$ cat src/rtl/tx_feeder.sv
// ---------------------------------------------------------------------------
// tx_feeder
//   Byte FIFO that feeds a serial transmitter through a send/busy handshake.
//   Bytes are written into a DEPTH-entry circular buffer. A small FSM moves
//   the oldest byte into tx_data, pulses tx_send for one cycle, waits for the
//   transmitter to raise tx_busy, and pops the byte only after tx_busy falls
//   again. If tx_busy does not rise within TIMEOUT cycles, the same byte is
//   re-sent and the sticky timeout flag is set.
//
// Ports
//   clk_s    in   single clock, rising edge
//   rst      in   asynchronous active-high reset
//   wr_en    in   write strobe, one byte per high cycle
//   wr_data  in   [7:0] byte to enqueue
//   full     out  count == DEPTH
//   empty    out  count == 0
//   count    out  [log2(DEPTH):0] bytes held, including the one in flight
//   tx_send  out  one-cycle send request to the transmitter
//   tx_data  out  [7:0] byte presented to the transmitter
//   tx_busy  in   transmitter busy flag
//   overflow out  sticky: a write was dropped because the FIFO was full
//   timeout  out  sticky: tx_busy failed to rise within TIMEOUT cycles
//   clr_err  in   synchronous clear of overflow and timeout
// ---------------------------------------------------------------------------
module tx_feeder #(
  parameter int DEPTH   = 16,
  parameter int TIMEOUT = 4
) (
  input  logic                   clk_s,
  input  logic                   rst,
  input  logic                   wr_en,
  input  logic [7:0]             wr_data,
  output logic                   full,
  output logic                   empty,
  output logic [$clog2(DEPTH):0] count,
  output logic                   tx_send,
  output logic [7:0]             tx_data,
  input  logic                   tx_busy,
  output logic                   overflow,
  output logic                   timeout,
  input  logic                   clr_err
);

  localparam int AW = $clog2(DEPTH);
  localparam int CW = AW + 1;
  localparam logic [CW-1:0] FULL_CNT  = CW'(DEPTH);
  localparam logic [7:0]    TMO_LIMIT = 8'(TIMEOUT);

  typedef enum logic [2:0] {
    IDLE,
    LOAD,
    SEND,
    WAIT_BUSY,
    WAIT_DONE
  } state_e;

  state_e          state_q, state_d;
  logic [AW-1:0]   wr_ptr_q, wr_ptr_d;
  logic [AW-1:0]   rd_ptr_q, rd_ptr_d;
  logic [CW-1:0]   count_q, count_d;
  logic [7:0]      tx_data_q, tx_data_d;
  logic [7:0]      tmo_cnt_q, tmo_cnt_d;
  logic            overflow_q, overflow_d;
  logic            timeout_q, timeout_d;
  logic [7:0]      mem_q [DEPTH];

  logic            wr_accept;
  logic            wr_drop;
  logic            pop;
  logic [7:0]      tmo_inc;
  logic            tmo_hit;

  // Status reflects the registered count, i.e. the state after the last edge.
  assign full     = (count_q == FULL_CNT);
  assign empty    = (count_q == '0);
  assign count    = count_q;
  assign tx_data  = tx_data_q;
  assign overflow = overflow_q;
  assign timeout  = timeout_q;

  // A write while full is dropped even if a pop frees a slot on the same edge.
  assign wr_accept = wr_en & ~full;
  assign wr_drop   = wr_en & full;
  // The byte stays counted until the transmitter has finished with it.
  assign pop       = (state_q == WAIT_DONE) & ~tx_busy;
  assign tmo_inc   = tmo_cnt_q + 8'd1;
  assign tmo_hit   = (state_q == WAIT_BUSY) & ~tx_busy & (tmo_inc == TMO_LIMIT);

  // ---------------- FSM: state register ----------------
  // NOTE: sequential state uses non-blocking (<=) so every register samples
  // the pre-edge values of its inputs, independent of process ordering.
  always_ff @(posedge clk_s or posedge rst) begin
    if (rst) state_q <= IDLE;
    else     state_q <= state_d;
  end

  // ---------------- FSM: next-state logic ----------------
  // NOTE: every combinational output is given a default first so no path
  // leaves it unassigned, which would otherwise infer a latch.
  always_comb begin
    state_d = state_q;
    unique case (state_q)
      IDLE:      if (!empty && !tx_busy) state_d = LOAD;
      LOAD:      state_d = SEND;
      SEND:      state_d = WAIT_BUSY;
      WAIT_BUSY: begin
        if (tx_busy)      state_d = WAIT_DONE;
        else if (tmo_hit) state_d = SEND;      // retry the same byte
      end
      WAIT_DONE: if (!tx_busy) state_d = IDLE;
      default:   state_d = IDLE;
    endcase
  end

  // ---------------- FSM: outputs ----------------
  always_comb begin
    tx_send = (state_q == SEND);
  end

  // ---------------- Datapath next-state ----------------
  always_comb begin
    wr_ptr_d   = wr_ptr_q;
    rd_ptr_d   = rd_ptr_q;
    count_d    = count_q;
    tx_data_d  = tx_data_q;
    tmo_cnt_d  = tmo_cnt_q;
    overflow_d = overflow_q;
    timeout_d  = timeout_q;

    if (wr_accept) wr_ptr_d = wr_ptr_q + AW'(1);
    if (pop)       rd_ptr_d = rd_ptr_q + AW'(1);

    unique case ({wr_accept, pop})
      2'b10:   count_d = count_q + CW'(1);
      2'b01:   count_d = count_q - CW'(1);
      default: count_d = count_q;
    endcase

    // tx_data only changes on leaving LOAD, so it is stable for the whole
    // serialisation window including timeout retries.
    if (state_q == LOAD) begin
      tx_data_d = mem_q[rd_ptr_q];
      tmo_cnt_d = '0;
    end else if (state_q == WAIT_BUSY && !tx_busy) begin
      tmo_cnt_d = tmo_hit ? 8'd0 : tmo_inc;
    end

    // A set event in the same cycle wins over clr_err.
    if (wr_drop)      overflow_d = 1'b1;
    else if (clr_err) overflow_d = 1'b0;

    if (tmo_hit)      timeout_d = 1'b1;
    else if (clr_err) timeout_d = 1'b0;
  end

  // ---------------- Datapath registers ----------------
  always_ff @(posedge clk_s or posedge rst) begin
    if (rst) begin
      wr_ptr_q   <= '0;
      rd_ptr_q   <= '0;
      count_q    <= '0;
      tx_data_q  <= 8'h00;
      tmo_cnt_q  <= 8'd0;
      overflow_q <= 1'b0;
      timeout_q  <= 1'b0;
    end else begin
      wr_ptr_q   <= wr_ptr_d;
      rd_ptr_q   <= rd_ptr_d;
      count_q    <= count_d;
      tx_data_q  <= tx_data_d;
      tmo_cnt_q  <= tmo_cnt_d;
      overflow_q <= overflow_d;
      timeout_q  <= timeout_d;
    end
  end

  // NOTE: the buffer array is deliberately left without reset; count and the
  // pointers define which entries are valid, and a resettable array would
  // prevent mapping onto RAM.
  always_ff @(posedge clk_s) begin
    if (wr_accept) mem_q[wr_ptr_q] <= wr_data;
  end

endmodule

$ cat config.mk
export PLATFORM = sky130hd
export DESIGN_NAME = tx_feeder
export DESIGN_NICKNAME = d
export VERILOG_FILES = /design/src/rtl/tx_feeder.sv
export SDC_FILE = /design/constraint.sdc
export NUM_CORES = 1
export LEC_CHECK = 0
export CELL_PAD_IN_SITES_DETAIL_PLACEMENT = 0
export CELL_PAD_IN_SITES_GLOBAL_PLACEMENT = 1
export CORE_MARGIN = 2
export CORE_UTILIZATION = 52
export DETAILED_ROUTE_END_ITERATION = 10
export GPL_TIMING_DRIVEN = 0
export PLACE_DENSITY_LB_ADDON = 0.1
export REMOVE_ABC_BUFFERS = 1
export SLEW_MARGIN = 10
export SYNTH_ARGS = -nofsm -noshare
export SYNTH_HDL_FRONTEND = slang
export SYNTH_SLANG_ARGS = --single-unit
export TNS_END_PERCENT = 1
$ cat constraint.sdc
create_clock -name clk_s -period 3.4 [get_ports clk_s]
set_input_delay 0.34 -clock clk_s [delete_from_list [all_inputs] [get_ports clk_s]]
set_output_delay 0.34 -clock clk_s [all_outputs]
set_load 0.01 [all_outputs]
==> impl_metrics.py <==
metrics = {
    "clock_network": {
        "clk_pin_slew_ns": 0.06,
        "cts.sinks": 162,
        "cts_setup_buffers": 0,
        "root_buffer": "clkbuf_16",
        "cts_resized": 0,
        "cts_tree": "built",
        "cts_made_buffers": 17,
        "cts.hold.buffers_added": 0,
        "clk_latency_ns": 0.42,
        "ctsHtreeMaxLevel": 4,
        "clockBufferDepth": 2,
    },
    "critical_path": {
        "rr_endpoint": "count[4]",
        "arrival_ns": 3.31,
        "endpoint_kind": "register",
        "cp_cell_sequence": "nor4_1 > a21boi_2 > inv_1 > ha_1 > xor2_1 > ha_1 > o211a_1 > o31ai_1 > a31oi_1 > xnor2_1",
        "crit_family": "compound AO/OA/AOI/OAI gates",
        "crit_top_cell": "ha_1",
        "critPathKind": "register to register",
        "reg2reg_depth": 10,
        "start_kind": "register",
        "critPathSlowestCell": "nor4_1",
        "r2r_start": "count[1]",
        "crit_buf_inv": 1,
        "r2r_setup_slack_ns": 0.40,
        "cpPeakStageDelay_ns": 0.67,
        "critPathMaxFanout": 9,
        "cp.required_ns": 3.71,
    },
    "yosys": {
        "synth_edf_count": 128,
        "ys_warn_count": 0,
        "synth.ff_latch_count": 162,
        "syn_area_um2": 6740,
        "synthArstFlopShare_pct": 21.0,
        "synth_cell_type_count": 50,
        "synthFlopType": "edfxtp_1",
        "synth_cells": 395,
        "ys_seq_area_share_pct": 69.6,
        "syn_avg_cell_area_um2": 17.1,
    },
    "sta": {
        "rsz0062_at_grt": "no",
        "clock_skew_ns": 0.00678,
        "final_hold_viol_count": 0,
        "relSlewSlack_pct": 33.8,
        "min_period_over_period_pct": 88.3,
        "holdWs_ns": 0.379,
        "finalSetupTns_ns": 0,
        "fin_crit_ns": 3.00,
        "setup_viol": 0,
        "slew_viol_final": 0,
        "fmax_mhz": 333,
        "worst_pin_slew_ns": 0.989,
    },
    "routing": {
        "ant_nets": 0,
        "vias": 3460,
        "drt_iter0_drc": 296,
        "drc": 0,
        "routed_wirelength_um": 12500,
        "drt-pass1-iter-count": 6,
        "routedWlPerCell_um": 20.5,
        "vias_per_cell": 5.64,
    },
    "floorplanning": {
        "die_h_um": 118,
        "io_pins": 31,
        "start_util_pct": 53.4,
        "die_area_um2": 13900,
        "die_x_um": 118,
        "core-area_um2": 12600,
        "rows": 41,
    },
    "layout": {
        "final_net_count": 451,
        "n_antenna_cell": 0,
        "synthToLayoutAreaGrowth_pct": 15.2,
        "final_cell_mix": "128 x edfxtp_1, 31 x dfrtp_1, 30 x clkdlybuf4s50_1, 25 x nor2_1, 20 x mux4_2",
        "final_common_cell": "edfxtp_1",
        "drive_gt1_share_pct": 17.2,
    },
    "hold_path": {
        "hold_path_class": "input pin to async pin",
    },
    "placement": {
        "gp_congestion": 0.756,
        "dp_hpwl_um": 7970,
        "io_buffers": 30,
    },
    "pwr": {
        "power_switching_mw": 1.84,
        "ir_drop_v": 0.000428,
        "leakage_nw": 2.68,
        "p_seq_share_pct": 46.8,
        "netSwitchingFraction_pct": 30.0,
        "power_density_nw_per_um2": 789,
        "p_comb_share_pct": 24.8,
        "internal-power_mw": 4.29,
        "clkPwrFrac_pct": 28.4,
    },
    "global_route": {
        "grt_max_degree": 37,
        "antenna_found_initial": 0,
        "grt_pass1_vias": 3477,
        "grt_util_all_layers_pct": 19.5,
        "globalRouteOverflowTotal": 0,
        "grt_pass1_wl_um": 19800,
    },
    "status": {
        "status": "complete, no violations",
    },
    "job": {
        "max_cap_violations": 0,
    },
}
## final cells by class
| type | instances | area (µm²) |
|---|---|---|
| fill | 982 | 4850 |
| tap | 172 | 215 |
| timing repair buffer | 34 | 350 |
| clock inverter | 15 | 120 |
| clock buffer | 17 | 425 |
| multi-input combinational | 206 | 1930 |
| sequential | 162 | 4700 |
| inverter | 7 | 26.3 |
## cells by family (layout without fill, tap and decap cells)
logic type,Yosys count,count (layout),synth area share (%)
and+or+nand+nor,82,82,6.29
muxes,48,48,13.5
xor gates and xnor gates,11,11,1.43
buffers and inverters,27,73,2.00
adders and majority gates,10,10,1.86
DFF,162,162,69.6
AOI/OAI and AO/OA,55,55,5.36
## cell usage after synthesis (6+ instances only)
master / number / share of area (%)
a21oi_1: 6 / 0.45
buf_2: 8 / 0.59
clkbuf_1: 8 / 0.45
dfrtp_1: 34 / 13
edfxtp_1: 128 / 57
ha_1: 10 / 1.9
inv_1: 7 / 0.39
mux2_2: 11 / 1.8
mux2i_1: 7 / 1.0
mux4_1: 10 / 3.9
mux4_2: 20 / 6.7
nand2_1: 14 / 0.78
nand2b_1: 6 / 0.56
nor2_1: 25 / 1.4
nor2b_1: 7 / 0.65
nor3_1: 7 / 0.52
o21ai_0: 17 / 1.3
o21ai_1: 6 / 0.45
xnor2_1: 7 / 0.91
## power groups by stage
| stage | Combinational (mW) | Clock [mW] | Sequential, mW |
|---|---|---|---|
| after floorplan | 0.978 | 0 | 2.82 |
| after global placement | 1.45 | 0 | 2.93 |
| after detailed placement | 1.53 | 0 | 2.92 |
| after CTS | 1.54 | 1.78 | 2.88 |
| after global routing | 1.67 | 1.86 | 2.93 |
| final | 1.52 | 1.74 | 2.87 |
## how the worst max path moves through the flow
stage                        endpoint     start  depth (start not counted)  slack, ns
after global routing         count[4]  count[1]                         10       0.08
final                        count[4]  count[1]                         10       0.40
after global placement    mem_q[1][3]     wr_en                          4       0.31
after CTS                    count[4]  count[1]                         10       0.37
after floorplan              count[4]  count[1]                         10       0.85
after detailed placement     count[4]   tx_busy                          9       0.29
## state kept, by name, indices dropped and copies added (netlist names)
signal / cells
count: 5
mem_q: 128
overflow: 1
rd_ptr_q: 4
state_q: 3
timeout: 1
tmo_cnt_q: 8
tx_data: 8
wr_ptr_q: 4
## stage by stage
| stage | power [mW] | std cells | cell area (µm²) | util (%) | worst slack, ns |
|---|---|---|---|---|---|
| after global placement | 4.38 | 577 | 7150 | 56.7 | 0.312 |
| final | 6.13 | 613 | 7770 | 61.6 | 0.398 |
| after global routing | 6.45 | 613 | 7770 | 61.6 | 0.0801 |
| after detailed placement | 4.45 | 581 | 7220 | 57.2 | 0.290 |
| after floorplan | 3.80 | 375 | 6640 | - | 0.851 |
| after CTS | 6.19 | 613 | 7770 | 61.6 | 0.372 |
## metal layers
layer	vias to the layer above	global-route usage, %	part of all wire, %
li1	1619	-	-
met1	1758	27.7	48
met2	63	28.6	46
met3	20	5.86	4.9
met4	0	7.15	1.3
met5	-	0	0
Power figures use the tool's default switching activity.
